$ cat src/rtl/pwm_bank.sv
// pwm_bank: bank of PWM channels sharing one prescaler and period counter.
// Ports: clk, rst_n (sync, active-low); out_en/pwm_en per-channel enables;
//   presc (step = presc+1 clocks); mode (0 edge, 1 center);
//   duty_wr/duty_ch/duty_data write a channel's pending duty;
//   out registered channel outputs; period_start pulses after each boundary.
module pwm_bank #(
    parameter int NUM_CH  = 16,
    parameter int DUTY_W  = 8,
    parameter int PRESC_W = 8,
    localparam int CH_W   = (NUM_CH > 1) ? $clog2(NUM_CH) : 1
) (
    input  logic               clk,
    input  logic               rst_n,
    input  logic [NUM_CH-1:0]  out_en,
    input  logic [NUM_CH-1:0]  pwm_en,
    input  logic [PRESC_W-1:0] presc,
    input  logic               mode,
    input  logic               duty_wr,
    input  logic [CH_W-1:0]    duty_ch,
    input  logic [DUTY_W-1:0]  duty_data,
    output logic [NUM_CH-1:0]  out,
    output logic               period_start
);

    localparam logic [DUTY_W-1:0] DUTY_MAX = '1;
    localparam logic [DUTY_W-1:0] DUTY_ONE = DUTY_W'(1);
    localparam logic [CH_W:0]     CH_LIM   = NUM_CH[CH_W:0];

    logic [PRESC_W-1:0] presc_cnt;
    logic               tick;
    logic [DUTY_W-1:0]  cnt;
    logic [DUTY_W-1:0]  cnt_nxt;
    logic               dir_up;
    logic               dir_nxt;
    logic               mode_q;
    logic               wrap;
    logic               wr_ok;
    logic [NUM_CH-1:0]  pwm_lvl;
    logic [DUTY_W-1:0]  pend [NUM_CH];
    logic [DUTY_W-1:0]  act  [NUM_CH];

    // Compared against the live presc so a change acts on the next clock;
    // a smaller value simply ends the current step early.
    assign tick  = (presc_cnt >= presc);
    assign wr_ok = duty_wr && ({1'b0, duty_ch} < CH_LIM);

    // Counter stepping. wrap marks the tick on which cnt becomes 0.
    // Center mode visits MAX and 0 once each per period.
    always_comb begin
        cnt_nxt = cnt;
        dir_nxt = dir_up;
        wrap    = 1'b0;
        if (tick) begin
            if (!mode_q) begin
                cnt_nxt = cnt + 1'b1;
                wrap    = (cnt == DUTY_MAX);
            end else if (dir_up) begin
                if (cnt == DUTY_MAX) begin
                    cnt_nxt = cnt - 1'b1;
                    dir_nxt = 1'b0;
                end else begin
                    cnt_nxt = cnt + 1'b1;
                end
            end else begin
                cnt_nxt = cnt - 1'b1;
                wrap    = (cnt == DUTY_ONE);
            end
        end
    end

    // Full-scale duty forces a constant high so there is no gap at wrap.
    always_comb begin
        pwm_lvl = '0;
        for (int i = 0; i < NUM_CH; i++) begin
            pwm_lvl[i] = (act[i] == DUTY_MAX) || (cnt < act[i]);
        end
    end

    always_ff @(posedge clk) begin
        if (!rst_n) begin
            presc_cnt    <= '0;
            cnt          <= '0;
            dir_up       <= 1'b1;
            mode_q       <= mode;
            period_start <= 1'b0;
            out          <= '0;
            for (int i = 0; i < NUM_CH; i++) begin
                pend[i] <= '0;
                act[i]  <= '0;
            end
        end else begin
            presc_cnt    <= tick ? '0 : presc_cnt + 1'b1;
            cnt          <= cnt_nxt;
            dir_up       <= wrap ? 1'b1 : dir_nxt;
            period_start <= wrap;
            out          <= out_en & (~pwm_en | pwm_lvl);
            if (wrap) begin
                mode_q <= mode;
            end
            // Active copies the pre-write pending value on a coinciding write.
            for (int i = 0; i < NUM_CH; i++) begin
                if (wrap) begin
                    act[i] <= pend[i];
                end
            end
            if (wr_ok) begin
                pend[duty_ch] <= duty_data;
            end
        end
    end

endmodule

$ cat config.mk
export PLATFORM = sky130hd
export DESIGN_NAME = pwm_bank
export DESIGN_NICKNAME = d
export VERILOG_FILES = /design/src/rtl/pwm_bank.sv
export SDC_FILE = /design/constraint.sdc
export NUM_CORES = 1
export LEC_CHECK = 0
export CORE_MARGIN = 5
export CORE_UTILIZATION = 60
export CTS_BUF_LIST = sky130_fd_sc_hd__clkbuf_2
export DETAILED_ROUTE_END_ITERATION = 16
export GPL_ROUTABILITY_DRIVEN = 0
export PLACE_DENSITY = 0.8
export SYNTH_ARGS = -nofsm -noshare
export SYNTH_HDL_FRONTEND = slang
export SYNTH_SLANG_ARGS = --single-unit
$ cat constraint.sdc
create_clock -name clk -period 6.7 [get_ports clk]
set_input_delay 1.005 -clock clk [delete_from_list [all_inputs] [get_ports clk]]
set_output_delay 1.005 -clock clk [all_outputs]
set_load 0.02 [all_outputs]
After elaboration in Yosys (flattened, before gate mapping)
Memory sizes are Yosys's and may differ from the RTL's.
Cells that the tools add are included.
W data, S select, Z words.
{ "word_totals": {"reg_bits": 35, "ram_bits": 256, "inputBits": 56, "out_inout_bits": 17, "word_cells": 123, "mem_count": 2} }
{ "mem_list": {"columns": ["memory", "depth", "width", "read_ports", "rd_clocked_by_memory_dff", "write_ports", "line_no", "text"], "rows": [
  ["act", 16, 8, 16, 0, 16, "40", "logic [DUTY_W-1:0] act [NUM_CH];"],
  ["pend", 16, 8, 16, 0, 16, "39", "logic [DUTY_W-1:0] pend [NUM_CH];"]
]} }
{ "op_classes": {"add_sub_neg": 3, "n_lt_le_gt_ge": 17, "n_eq_ne": 19, "mux": 36, "bitwise_logic": 20, "reduce_logical": 20} }
{ "ops": {"columns": ["op", "n"], "rows": [
  ["$mux W8", 20],
  ["$eq A8 B8 Y1 const B", 17],
  ["$lt A8 B8 Y1", 16],
  ["$add A8 B1 Y8 const B", 2],
  ["$and A16 B16 Y16", 1],
  ["$logic_or A1 B1 Y1", 16],
  ["$not A16 Y16", 1],
  ["$or A1 B1 Y1", 16],
  ["$or A16 B16 Y16", 1],
  ["$mux W1", 15],
  ["$eq A8 B1 Y1 const B", 1],
  ["$ge A8 B8 Y1", 1],
  ["$reduce_or A8 Y1", 1],
  ["$sub A8 B1 Y8 const B", 1],
  ["$mux W4", 1],
  ["$reduce_or A2 Y1", 2],
  ["$ne A2 B1 Y1 const B", 1],
  ["$reduce_and A2 Y1", 1],
  ["$not A1 Y1", 1]
]} }

Logic depth before layout (Yosys ltp)
{ "depth": {"ltp_word": 8, "depth_mapped": 8} }

Least setup slack after synthesis
Ideal clock, no wire load.
{ "synth_path": {"path_kind": "input -> register", "start": "input presc[0]", "end": "memory act[0][0], enable pin", "setup_time_ns": 1.117, "t_arrival_ns": 4.385, "t_required_ns": 5.583, "path_slack_ns": 1.198, "stages": 6, "cell_sequence": "ha_1 > nand2b_1 > a2111o_1 > a21oi_2 > or2_2 > nand2_1"} }
{ "synth_lines": {"columns": ["item", "line_no", "text"], "rows": [
  ["start, declared", "16", "input logic [PRESC_W-1:0] presc,"],
  ["end, declared", "40", null]
]} }

==> impl_metrics.env <==
export IMPL_track_usage=0.2212
export IMPL_worst_hold_slack_ns=0.4753
export IMPL_fp_dieH_um=164.8
export IMPL_fin_total_pwr_w=0.003556
export IMPL_worstSkewPairLatency_ns=0.82
export IMPL_antenna_found_initial=2
export IMPL_final_cells=1685
export IMPL_crit_fanout=90
export IMPL_yosys_register_bits=291
export IMPL_status="completed"
export IMPL_final_max_slew_viol_count=0
export IMPL_crit_type="primary input to flip-flop"
export IMPL_overflow=0
export IMPL_p_per_area_nw_per_um2=219.6
export IMPL_cp_start_kind="primary input"
export IMPL_post_cts_buffers=0
export IMPL_cts_tree="done"
export IMPL_reg2regPathDepth=8
export IMPL_grt_max_degree=91
export IMPL_cts_num_sinks=291
export IMPL_wl_um=29130
export IMPL_hold_viol=0
export IMPL_vias=9186
export IMPL_finClkSkew_ns=0.04509
export IMPL_die_x_um=164.8
export IMPL_syn_inst=1176
export IMPL_pre_cts_slack_ns=1.981
export IMPL_cp_data_arrival_time_ns=4.38
export IMPL_wl_per_cell_um=17.29
export IMPL_crit_path_end_kind="flip-flop"
export IMPL_p_leak_nw=6.857
export IMPL_p_clk_frac=0.350
export IMPL_intPower_w=0.002705
export IMPL_hpwl_um=18430
export IMPL_syn_area_um2=14380
export IMPL_synth_seq_area_share=0.5840
export IMPL_p_sw_w=0.0008506
export IMPL_cap_violations=0
export IMPL_via_per_inst=5.452
export IMPL_drc=0
export IMPL_syn_num_nets=1356
export IMPL_hold_buffers=0
export IMPL_ir_worst_vdd_mv=0.1259
export IMPL_place_inst=1547
export IMPL_min_period_over_period=0.5791
export IMPL_nNetsFinal=1484
export IMPL_port_buffers=72
export IMPL_dieArea_um2=27160
export IMPL_worstPathRequired_ns=7.20
export IMPL_io_pin_count=73
export IMPL_hp_class="flip-flop to flip-flop"
export IMPL_core_area_um2=23540
export IMPL_setup_violations=0
export IMPL_clk_pin_slew_ns=0.09
export IMPL_p_seq_frac=0.588
export IMPL_fmax_mhz=257.7
export IMPL_setup_tns_ns=0
export IMPL_drive_above_1_share=0.1158
export IMPL_h_tree_depth=3
export IMPL_drtIter0Drc=695
export IMPL_avgSynthCellArea_um2=12.23
export IMPL_start_util=0.6108
export IMPL_ctsResizeCount=0
export IMPL_fin_crit_ns=3.880
export IMPL_ys_warn_count=0
export IMPL_dr_pass1_iters=5
export IMPL_whs_path_depth=1
export IMPL_final_cell_mix="edfxtp_1 (257), and2_1 (256), inv_1 (125), ha_1 (124), clkbuf_2 (109)"
export IMPL_finalWorstSetupSlack_ns=2.820
export IMPL_rsz0062_at_grt="no"
export IMPL_grt_pass1_wl_um=46350
export IMPL_combPwrFrac=0.063
export IMPL_final_common_cell="edfxtp_1"
export IMPL_tightest_slew_ns=1.128
export IMPL_root_buffer="clkbuf_2"
export IMPL_ant_nets=0
export IMPL_relSlewSlack=0.2403
export IMPL_rows=56
export IMPL_grt_pass1_vias=9360
export IMPL_area_growth_pct=12.62
export IMPL_ys_types=44
export IMPL_clockBufferDepth=3
export IMPL_swShare=0.2392
export IMPL_cts_made_buffers=74
-- cells in the mapped netlist --
master     number  area (um2)
edfxtp_1      257        7717
nand2_1        29       108.9
o31ai_1         1       7.510
nor2b_1         1       6.260
a31o_2          1       8.760
a31oi_1         1       6.260
clkbuf_2        7       35.03
buf_2           2       10.01
nand3_1         8       40.04
a41oi_2         1       16.27
nand4b_1        1       8.760
nand4_1        52       325.3
buf_1           1       3.750
a41oi_1         1       8.760
buf_4           1       7.510
a21oi_1        39       195.2
o211ai_1        1       7.510
a211oi_1        3       22.52
mux2i_1         5       50.05
and4_1         17       148.9
or4_4           1       11.26
inv_1         125       469.2
nor2_1         29       108.9
o21ai_0        32       160.2
and2_1        256        1602
nand2b_1       26       162.7
o221a_2        16       180.2
a2111o_1        1       11.26
ha_1          124        1551
a32oi_1         1       8.760
nor2_4          1       11.26
clkbuf_1       21       78.83
a21o_1         32       240.2
or3_1           4       25.02
dfxtp_1        34       680.7
nor4_1          3       18.77
a2111oi_0      17       148.9
and3_1          5       31.28
or2_2           1       6.260
xnor2_1         5       43.79
a21oi_2         1       8.760
nor3_4          1       16.27
nor3_1          7       35.03
xor2_1          4       35.03
-- kinds of logic (layout without fill, tap and decap cells) --
family | count (synthesis) | after routing | share of synthesized area
buffers and inverters | 157 | 345 | 0.04203
muxes | 5 | 5 | 0.003481
adders and majority gates | 124 | 124 | 0.1079
xor gates and xnor gates | 9 | 9 | 0.005481
other | 0 | 2 | 0
and+or+nand+nor | 442 | 442 | 0.1854
AOI/OAI and AO/OA | 148 | 148 | 0.07170
DFF | 291 | 291 | 0.5840
-- worst paths after layout --
path                 from            to  slack [ns]
min          presc_cnt[0]  presc_cnt[0]        0.48
min reg2reg  presc_cnt[0]  presc_cnt[0]        0.48
max reg2reg  presc_cnt[0]    act[1][61]        3.00
max              presc[0]    act[1][61]        2.82
-- critical path, stage by stage --
cell and delay, ns:
clkdlybuf4s50_1 0.41, ha_1 0.28, nand2b_1 0.14, a2111o_1 0.43, a21oi_2 0.66, or2_2 0.27
nand2_4 0.57, buf_4 0.55
-- layer usage --
| layer | wire (um) | GRT usage | vias up |
|---|---|---|---|
| met2 | 14730 | 0.3886 | 270 |
| met1 | 11660 | 0.2635 | 4310 |
| met5 | 0 | 0 | - |
| met3 | 1823 | 0.04767 | 72 |
| li1 | - | - | 4534 |
| met4 | 907 | 0.09376 | 0 |
-- power groups by stage --
stage	logic, W	registers, W	clock network [W]
6_report	0.000223	0.00209	0.00124
5_1_grt	0.000245	0.00210	0.00137
4_1_cts	0.000224	0.00209	0.00127
3_5_place_dp	0.000223	0.00213	0
3_3_place_gp	0.000215	0.00213	0
2_1_floorplan	0.000118	0.00213	0
-- through the flow --
| step | instance area (um2) | utilization |
|---|---|---|
| CTS | 16190 | 0.6877 |
| floorplan | 14380 | - |
| finish | 16190 | 0.6879 |
| detailed placement | 15460 | 0.6566 |
| global route | 16190 | 0.6879 |
| global placement | 15460 | 0.6566 |
-- flip-flops by register name, summed over array words and instances, names as in the netlist --
signal and cells:
mode_q 1, dir_up 1, out 16, cnt 8, pend 128, act 128
presc_cnt 8, period_start 1
-- area by class of cell --
type	instances	area, um2
well taps	319	399.1
multi-input cells	728	5385
repair buffers	84	805.8
clock inverters	27	186.4
diodes	2	5.005
flip-flops and latches	291	8398
fillers	1736	7348
clock buffers	109	545.5
inverters	125	469.2
Power figures use the tool's default switching activity.
